### src/rtl/hwag_pkg.sv
// Package: hwag_pkg
// Shared types and constants for the crank-tooth period capture block.
//   WIDTH      period counter / capture register width
//   FILT_LEN   consecutive stable samples the optional glitch filter needs
//   period_t   one measured period in clk ticks
//   CNT_MAX    saturation value of the period counter (input lost)
//   EDGE_RISE / EDGE_FALL  encodings of the edge_sel input
//   cap_state_e  timing state: idle until the first edge, then timing

package hwag_pkg;

  localparam int WIDTH    = 16;
  localparam int FILT_LEN = 4;

  typedef logic [WIDTH-1:0] period_t;

  localparam period_t CNT_MAX = {WIDTH{1'b1}};

  localparam logic EDGE_RISE = 1'b0;
  localparam logic EDGE_FALL = 1'b1;

  typedef enum logic {
    ST_IDLE,
    ST_TIMING
  } cap_state_e;

endpackage

### src/rtl/period_capture_if.sv
// Interface: period_capture_if
// Bundles the control inputs and the measurement results of period_capture.
//   en, edge_sel, cap_in               driven by the master (controller / sensor side)
//   cnt, cap0..cap2, cap_valid,
//   hist_full, timeout                 driven by the slave (period_capture)

interface period_capture_if;
  import hwag_pkg::*;

  logic    en;
  logic    edge_sel;
  logic    cap_in;
  period_t cnt;
  period_t cap0;
  period_t cap1;
  period_t cap2;
  logic    cap_valid;
  logic    hist_full;
  logic    timeout;

  modport master (
    output en, edge_sel, cap_in,
    input  cnt, cap0, cap1, cap2, cap_valid, hist_full, timeout
  );

  modport slave (
    input  en, edge_sel, cap_in,
    output cnt, cap0, cap1, cap2, cap_valid, hist_full, timeout
  );

endinterface

### src/rtl/hwag_edge_detect.sv
// Module: hwag_edge_detect
// Brings the asynchronous crank sensor pin into the clk domain and produces a
// one-cycle tooth-event strobe on the selected edge.
//   clk       system clock
//   rst_n     asynchronous active-low reset
//   cap_in    raw sensor pin, asynchronous to clk
//   edge_sel  EDGE_RISE / EDGE_FALL
//   edge_out  combinational strobe; the consumer registers on the next clk edge
// Optional feature macro: PERIOD_CAPTURE_FILTER_EN inserts a FILT_LEN-sample
// stability filter between the synchronizer and the edge detector.

module hwag_edge_detect
  import hwag_pkg::*;
(
  input  logic clk,
  input  logic rst_n,
  input  logic cap_in,
  input  logic edge_sel,
  output logic edge_out
);

  logic       sync1_q;
  logic       sync2_q;
  logic       level;
  logic       prev_q;
  logic [1:0] warm_q;

  // Two-flop synchronizer for the asynchronous pin.
  always_ff @(posedge clk or negedge rst_n) begin
    if (!rst_n) begin
      sync1_q <= 1'b0;
      sync2_q <= 1'b0;
    end else begin
      sync1_q <= cap_in;
      sync2_q <= sync1_q;
    end
  end

`ifdef PERIOD_CAPTURE_FILTER_EN
  localparam int FW = $clog2(FILT_LEN + 1);

  logic [FW-1:0] stable_q;
  logic          filt_q;

  // The filtered level follows the synchronized pin only after FILT_LEN
  // consecutive samples that disagree with it; any agreeing sample restarts
  // the run, so shorter pulses never reach the edge detector.
  always_ff @(posedge clk or negedge rst_n) begin
    if (!rst_n) begin
      stable_q <= '0;
      filt_q   <= 1'b0;
    end else if (sync2_q == filt_q) begin
      stable_q <= '0;
    end else if (stable_q == FW'(FILT_LEN - 1)) begin
      stable_q <= '0;
      filt_q   <= sync2_q;
    end else begin
      stable_q <= stable_q + 1'b1;
    end
  end

  assign level = filt_q;
`else
  assign level = sync2_q;
`endif

  // prev_q only holds a real pin sample after three clocks out of reset;
  // warm_q masks the comparison against the reset value until then.
  always_ff @(posedge clk or negedge rst_n) begin
    if (!rst_n) begin
      prev_q <= 1'b0;
      warm_q <= 2'd0;
    end else begin
      prev_q <= level;
      if (warm_q != 2'd3) begin
        warm_q <= warm_q + 2'd1;
      end
    end
  end

  always_comb begin
    edge_out = 1'b0;
    if (warm_q == 2'd3) begin
      if (edge_sel == EDGE_RISE) begin
        edge_out = level & ~prev_q;
      end else begin
        edge_out = prev_q & ~level;
      end
    end
  end

endmodule

### src/rtl/period_capture.sv
// Module: period_capture
// Measures the tick distance between successive crank-tooth events and keeps a
// three-deep history (cap0 newest, cap2 oldest) for the plausibility checker
// and the tooth/gap logic.
//   clk, rst_n      system clock, asynchronous active-low reset
//   bus (slave)     en, edge_sel, cap_in in;
//                   cnt, cap0, cap1, cap2, cap_valid, hist_full, timeout out
// Optional feature macro: PERIOD_CAPTURE_FILTER_EN (glitch filter inside
// hwag_edge_detect, adds FILT_LEN cycles of latency).

module period_capture
  import hwag_pkg::*;
(
  input  logic            clk,
  input  logic            rst_n,
  period_capture_if.slave bus
);

  cap_state_e state_q;
  cap_state_e state_d;
  period_t    cnt_q;
  period_t    cap0_q;
  period_t    cap1_q;
  period_t    cap2_q;
  logic       valid_q;
  logic [1:0] fill_q;
  logic       edge_raw;
  logic       edge_ev;
  logic       at_max;
  logic       trusted_edge;

  hwag_edge_detect u_edge_detect (
    .clk      (clk),
    .rst_n    (rst_n),
    .cap_in   (bus.cap_in),
    .edge_sel (bus.edge_sel),
    .edge_out (edge_raw)
  );

  assign at_max  = (cnt_q == CNT_MAX);
  assign edge_ev = edge_raw & bus.en;

  // Timing state: IDLE until the first event after reset or after en rises,
  // which only starts the measurement.
  always_ff @(posedge clk or negedge rst_n) begin
    if (!rst_n) begin
      state_q <= ST_IDLE;
    end else begin
      state_q <= state_d;
    end
  end

  // A trusted edge closes a real period that did not saturate.
  always_comb begin
    state_d      = state_q;
    trusted_edge = 1'b0;
    if (!bus.en) begin
      state_d = ST_IDLE;
    end else if (edge_ev) begin
      state_d      = ST_TIMING;
      trusted_edge = (state_q == ST_TIMING) && !at_max;
    end
  end

  // Counter stays at 0 while idle so the syncing edge captures 0; the edge
  // cycle itself counts, hence the reload to 1.
  always_ff @(posedge clk or negedge rst_n) begin
    if (!rst_n) begin
      cnt_q <= '0;
    end else if (!bus.en) begin
      cnt_q <= '0;
    end else if (edge_ev) begin
      cnt_q <= period_t'(1);
    end else if ((state_q == ST_TIMING) && !at_max) begin
      cnt_q <= cnt_q + 1'b1;
    end
  end

  // History shift; a saturated count is captured as is so downstream logic
  // can see the input was lost.
  always_ff @(posedge clk or negedge rst_n) begin
    if (!rst_n) begin
      cap0_q  <= '0;
      cap1_q  <= '0;
      cap2_q  <= '0;
      valid_q <= 1'b0;
    end else begin
      valid_q <= edge_ev;
      if (edge_ev) begin
        cap2_q <= cap1_q;
        cap1_q <= cap0_q;
        cap0_q <= cnt_q;
      end
    end
  end

  // Fill counts trusted periods since the last resync. The syncing edge,
  // a saturated edge and an ongoing timeout all restart it.
  always_ff @(posedge clk or negedge rst_n) begin
    if (!rst_n) begin
      fill_q <= 2'd0;
    end else if (!bus.en) begin
      fill_q <= 2'd0;
    end else if (trusted_edge) begin
      if (fill_q != 2'd3) begin
        fill_q <= fill_q + 2'd1;
      end
    end else if (edge_ev || at_max) begin
      fill_q <= 2'd0;
    end
  end

  assign bus.cnt       = cnt_q;
  assign bus.cap0      = cap0_q;
  assign bus.cap1      = cap1_q;
  assign bus.cap2      = cap2_q;
  assign bus.cap_valid = valid_q;
  assign bus.hist_full = (fill_q == 2'd3);
  assign bus.timeout   = at_max;

endmodule
### src/flat_wrapper.sv
// flat-port wrapper written by rule: the top's interface ports become plain ports
module period_capture_flat import hwag_pkg::*;
  (clk, rst_n, bus_en, bus_edge_sel, bus_cap_in, bus_cnt, bus_cap0, bus_cap1, bus_cap2, bus_cap_valid, bus_hist_full, bus_timeout);
  period_capture_if bus_i ();
  input  logic clk;
  input  logic rst_n;
  input wire logic [$bits(bus_i.en)-1:0] bus_en;
  input wire logic [$bits(bus_i.edge_sel)-1:0] bus_edge_sel;
  input wire logic [$bits(bus_i.cap_in)-1:0] bus_cap_in;
  output wire logic [$bits(bus_i.cnt)-1:0] bus_cnt;
  output wire logic [$bits(bus_i.cap0)-1:0] bus_cap0;
  output wire logic [$bits(bus_i.cap1)-1:0] bus_cap1;
  output wire logic [$bits(bus_i.cap2)-1:0] bus_cap2;
  output wire logic [$bits(bus_i.cap_valid)-1:0] bus_cap_valid;
  output wire logic [$bits(bus_i.hist_full)-1:0] bus_hist_full;
  output wire logic [$bits(bus_i.timeout)-1:0] bus_timeout;
  assign bus_i.en = bus_en;
  assign bus_i.edge_sel = bus_edge_sel;
  assign bus_i.cap_in = bus_cap_in;
  assign bus_cnt = bus_i.cnt;
  assign bus_cap0 = bus_i.cap0;
  assign bus_cap1 = bus_i.cap1;
  assign bus_cap2 = bus_i.cap2;
  assign bus_cap_valid = bus_i.cap_valid;
  assign bus_hist_full = bus_i.hist_full;
  assign bus_timeout = bus_i.timeout;
  period_capture u_core (.clk(clk), .rst_n(rst_n), .bus(bus_i));
endmodule
### config.mk
export PLATFORM = sky130hd
export DESIGN_NAME = period_capture_flat
export DESIGN_NICKNAME = d
export VERILOG_FILES = /design/src/rtl/hwag_pkg.sv /design/src/rtl/period_capture_if.sv /design/src/rtl/hwag_edge_detect.sv /design/src/rtl/period_capture.sv /design/src/flat_wrapper.sv
export SDC_FILE = /design/constraint.sdc
export NUM_CORES = 1
export LEC_CHECK = 0
export CAP_MARGIN = 20
export CORE_MARGIN = 2
export CORE_UTILIZATION = 49
export DETAILED_ROUTE_END_ITERATION = 8
export PLACE_DENSITY = 0.85
export SLEW_MARGIN = 20
export SYNTH_ARGS = -nofsm -noshare
export SYNTH_HDL_FRONTEND = slang
export SYNTH_HIERARCHICAL = 1
export SYNTH_SLANG_ARGS = --single-unit
### constraint.sdc
create_clock -name clk -period 2.58 [get_ports clk]
set_input_delay 0.258 -clock clk [delete_from_list [all_inputs] [get_ports clk]]
set_output_delay 0.258 -clock clk [all_outputs]
set_load 0.005 [all_outputs]
==> impl_metrics.ini <==
[critical_path]
path_class = reg -> out
worstPathRequired_ns = 2.32
r2r_slack_ns = 0.56
endpoint_kind = output pin
startpoint_type = register
crit_fanout = 7
worstRegToRegCells = 7
cp.arrival_ns = 2.21
rr_endpoint = u_core/bus.cnt[0]$_DFFE_PN0P_
rr_startpoint = u_core/bus.cnt[0]$_DFFE_PN0P_

[route]
num_vias = 2151
dr.max_layer_used = met4
drc = 0
m1WireLength_mm = 2.760
met3_wirelength_microns = 293
antenna_left = 0
totalWireLength_mm = 6.251
viasPerCell = 5.602
drt_first_iter_violations = 112
drt-wirelength-per-cell_microns = 16.28
wl_met2_mm = 3.142
drt-pass1-iter-count = 4

[timing]
setup_tns_ns = 0
period_share_pct = 95.75
holdWs_ns = 0.04773
maxSlewViolCount = 0
setup_ws_ns = 0.1095
worstMarginPinSlew_ns = 0.9085
min_period_ns = 2.470
clock.fmax_ghz = 0.4048
setup_violations = 0
timing.slew.headroom_pct = 39.43
report.final.hold_viol_count = 0
finClkSkew_ns = 0.01100
rsz0062_at_grt = false

[synthesis]
ys_seq_area_share_pct = 59.86
synth_area_leaders = dfrtp_1 60%, mux2_1 17%, nand4_1 1.4%
synthCells = 227
synth_cell_type_count = 48
synth_top_area_share_pct = 59.86
yosys.area.top_type = dfrtp_1
synth.most_common_cell = dfrtp_1
synth-seq-cells = 73
yosys_warnings = 6
syn-mean-instance-area_sq_um = 13.44
syn_area_sq_um = 3052
synth_edf_count = 0
syn-num-nets = 235
ys_async_sr_fraction_pct = 100.0
synth_ff_type = dfrtp_1
synth_common_cells = 73 x dfrtp_1, 47 x mux2_1, 10 x nand2_1

[die]
die_h_microns = 82.92
fp-row-count = 28
ios = 72
die_x_microns = 82.92
start_util_pct = 51.24
core_sq_um = 5956
dieArea_sq_um = 6875

[power_and_ir_drop]
power.density_nw_per_um2 = 517.4
p_sw_uw = 475.0
clockPowerShare_pct = 36.0
p_comb_share_pct = 6.8
peakVddDrop_mv = 0.3522
swShare_pct = 22.79
p_seq_share_pct = 57.2
cellLeakagePower_uw = 0.001874
p_int_uw = 1609

[clocking]
postCtsHoldBufs = 0
clock_latency_ns = 0.34
htreeDepth = 3
clk_pin_slew_ns = 0.07
cts_tree = yes
clock_sinks = 73
cts-root-buf = clkbuf_8
cts_made_buffers = 9
cts_buffer_depth = 2

[grt]
grt_max_degree = 74
overflow = 0
grt_pass1_wl_mm = 10.34
grtUsageTotal_pct = 18.87
first_global_vias = 2065
antenna_found_initial = 0

[placement]
dp_hpwl_mm = 4.356
post-place-ws_ns = 0.4213
placed_area_sq_um = 3854
port_buffers = 71
gp_congestion = 0.8708

[worst_hold_path]
holdCritPathClass = in -> async

[run]
maxCapViolCount = 0

[cells_and_area]
diodes = 0
final_area_sq_um = 4028
drive_gt1_share_pct = 9.709
syn2layout_area_growth_pct = 31.98
nNetsFinal = 313

[status]
outcome = complete, no violations
[worst max-delay path, stage by stage, from the launching register on]
cell,delay (ns)
dfrtp_2,0.42
ha_2,0.24
nand4_1,0.10
or4_1,0.54
clkinv_2,0.08
clkdlybuf4s50_1,0.49
[repair_timing]
action	in CTS	in global routing
endpoints found under the setup margin	0	1
buffers inserted	0	1
gates resized for setup	0	2
[final cells by class]
cell class                 count  area, sq um
sequential                    73         1828
clock inverter                 3        17.52
multi-input combinational    140         1161
fill                         449         1928
clock buffer                  12        145.1
inverter                       4        16.27
timing repair buffer          77        765.7
tap                           75        93.84
[stage by stage]
step	cells	util (%)	power [uW]
after global routing	384	67.63	2175
after detailed placement	368	64.71	1356
after global placement	368	64.71	1351
final	384	67.63	2084
after floorplan	227	-	1264
after CTS	383	67.44	2114
[cells by family (layout without fill, tap and decap cells)]
group	Yosys count	after routing	synth area share [%]
DFF	73	73	59.86
and+or+nand+nor	54	54	10.25
muxes	49	49	18.16
AOI/OAI and AO/OA	29	29	6.889
buffers and inverters	14	96	2.173
xor gates and xnor gates	5	5	1.435
adders and majority gates	3	3	1.230
[registers in the layout, indices dropped and copies added (netlist names)]
name / cells
u_core/bus.cap1: 16
u_core/state_q: 1
u_core/bus.cap0: 16
u_core/u_edge_detect/sync1_q: 1
u_core/fill_q: 2
u_core/u_edge_detect/prev_q: 1
u_core/bus.cap_valid: 1
u_core/u_edge_detect/level: 1
u_core/bus.cnt: 16
u_core/u_edge_detect/warm_q: 2
u_core/bus.cap2: 16
[power groups by stage]
| stage | Combinational [uW] | Clock [uW] | Sequential (uW) |
|---|---|---|---|
| final | 142 | 751 | 1190 |
| after global routing | 156 | 824 | 1190 |
| after CTS | 143 | 780 | 1190 |
| after detailed placement | 143 | 0 | 1210 |
| after global placement | 140 | 0 | 1210 |
| after floorplan | 55.0 | 0 | 1210 |
[cells in the final DEF (no fill, tap or decap), types with 2 or more instances in the layout]
master,count
dfrtp_1,72
clkdlybuf4s50_1,70
mux2_1,47
clkbuf_8,10
nand2_1,10
nor2_1,8
nand4_1,7
buf_4,6
nand3_1,5
or4_1,4
nor3_1,4
a21oi_1,4
clkinv_2,3
xnor2_1,3
nand2b_1,3
and4_1,3
o31ai_1,3
o21ai_1,3
a21oi_2,3
clkbuf_1,2
xor2_1,2
inv_1,2
and3_1,2
o311ai_1,2
nand4b_1,2
o21ai_0,2
ha_1,2
[how the worst max path moves through the flow]
stage,from,end,slack (ns)
6_report,u_core/bus.cnt[0]$_DFFE_PN0P_,bus_timeout,0.11
4_1_cts,u_core/bus.cnt[0]$_DFFE_PN0P_,bus_timeout,0.02
3_3_place_gp,u_core/bus.cnt[0]$_DFFE_PN0P_,bus_timeout,0.45
2_1_floorplan,u_core/u_edge_detect/warm_q[0]$_DFFE_PN0P_,u_core/bus.cap0[10]$_DFFE_PN0P_,0.68
5_1_grt,u_core/bus.cnt[9]$_DFFE_PN0P_,bus_timeout,0.001
3_5_place_dp,u_core/bus.cnt[0]$_DFFE_PN0P_,bus_timeout,0.42
[layer usage]
| metal | vias to the layer above | global-route usage, % |
|---|---|---|
| li1 | 999 | - |
| met1 | 1092 | 24.87 |
| met2 | 56 | 29.99 |
| met3 | 4 | 5.169 |
| met4 | 0 | 7.154 |
| met5 | - | 0 |
No activity file was read; power rests on OpenSTA's default activity.
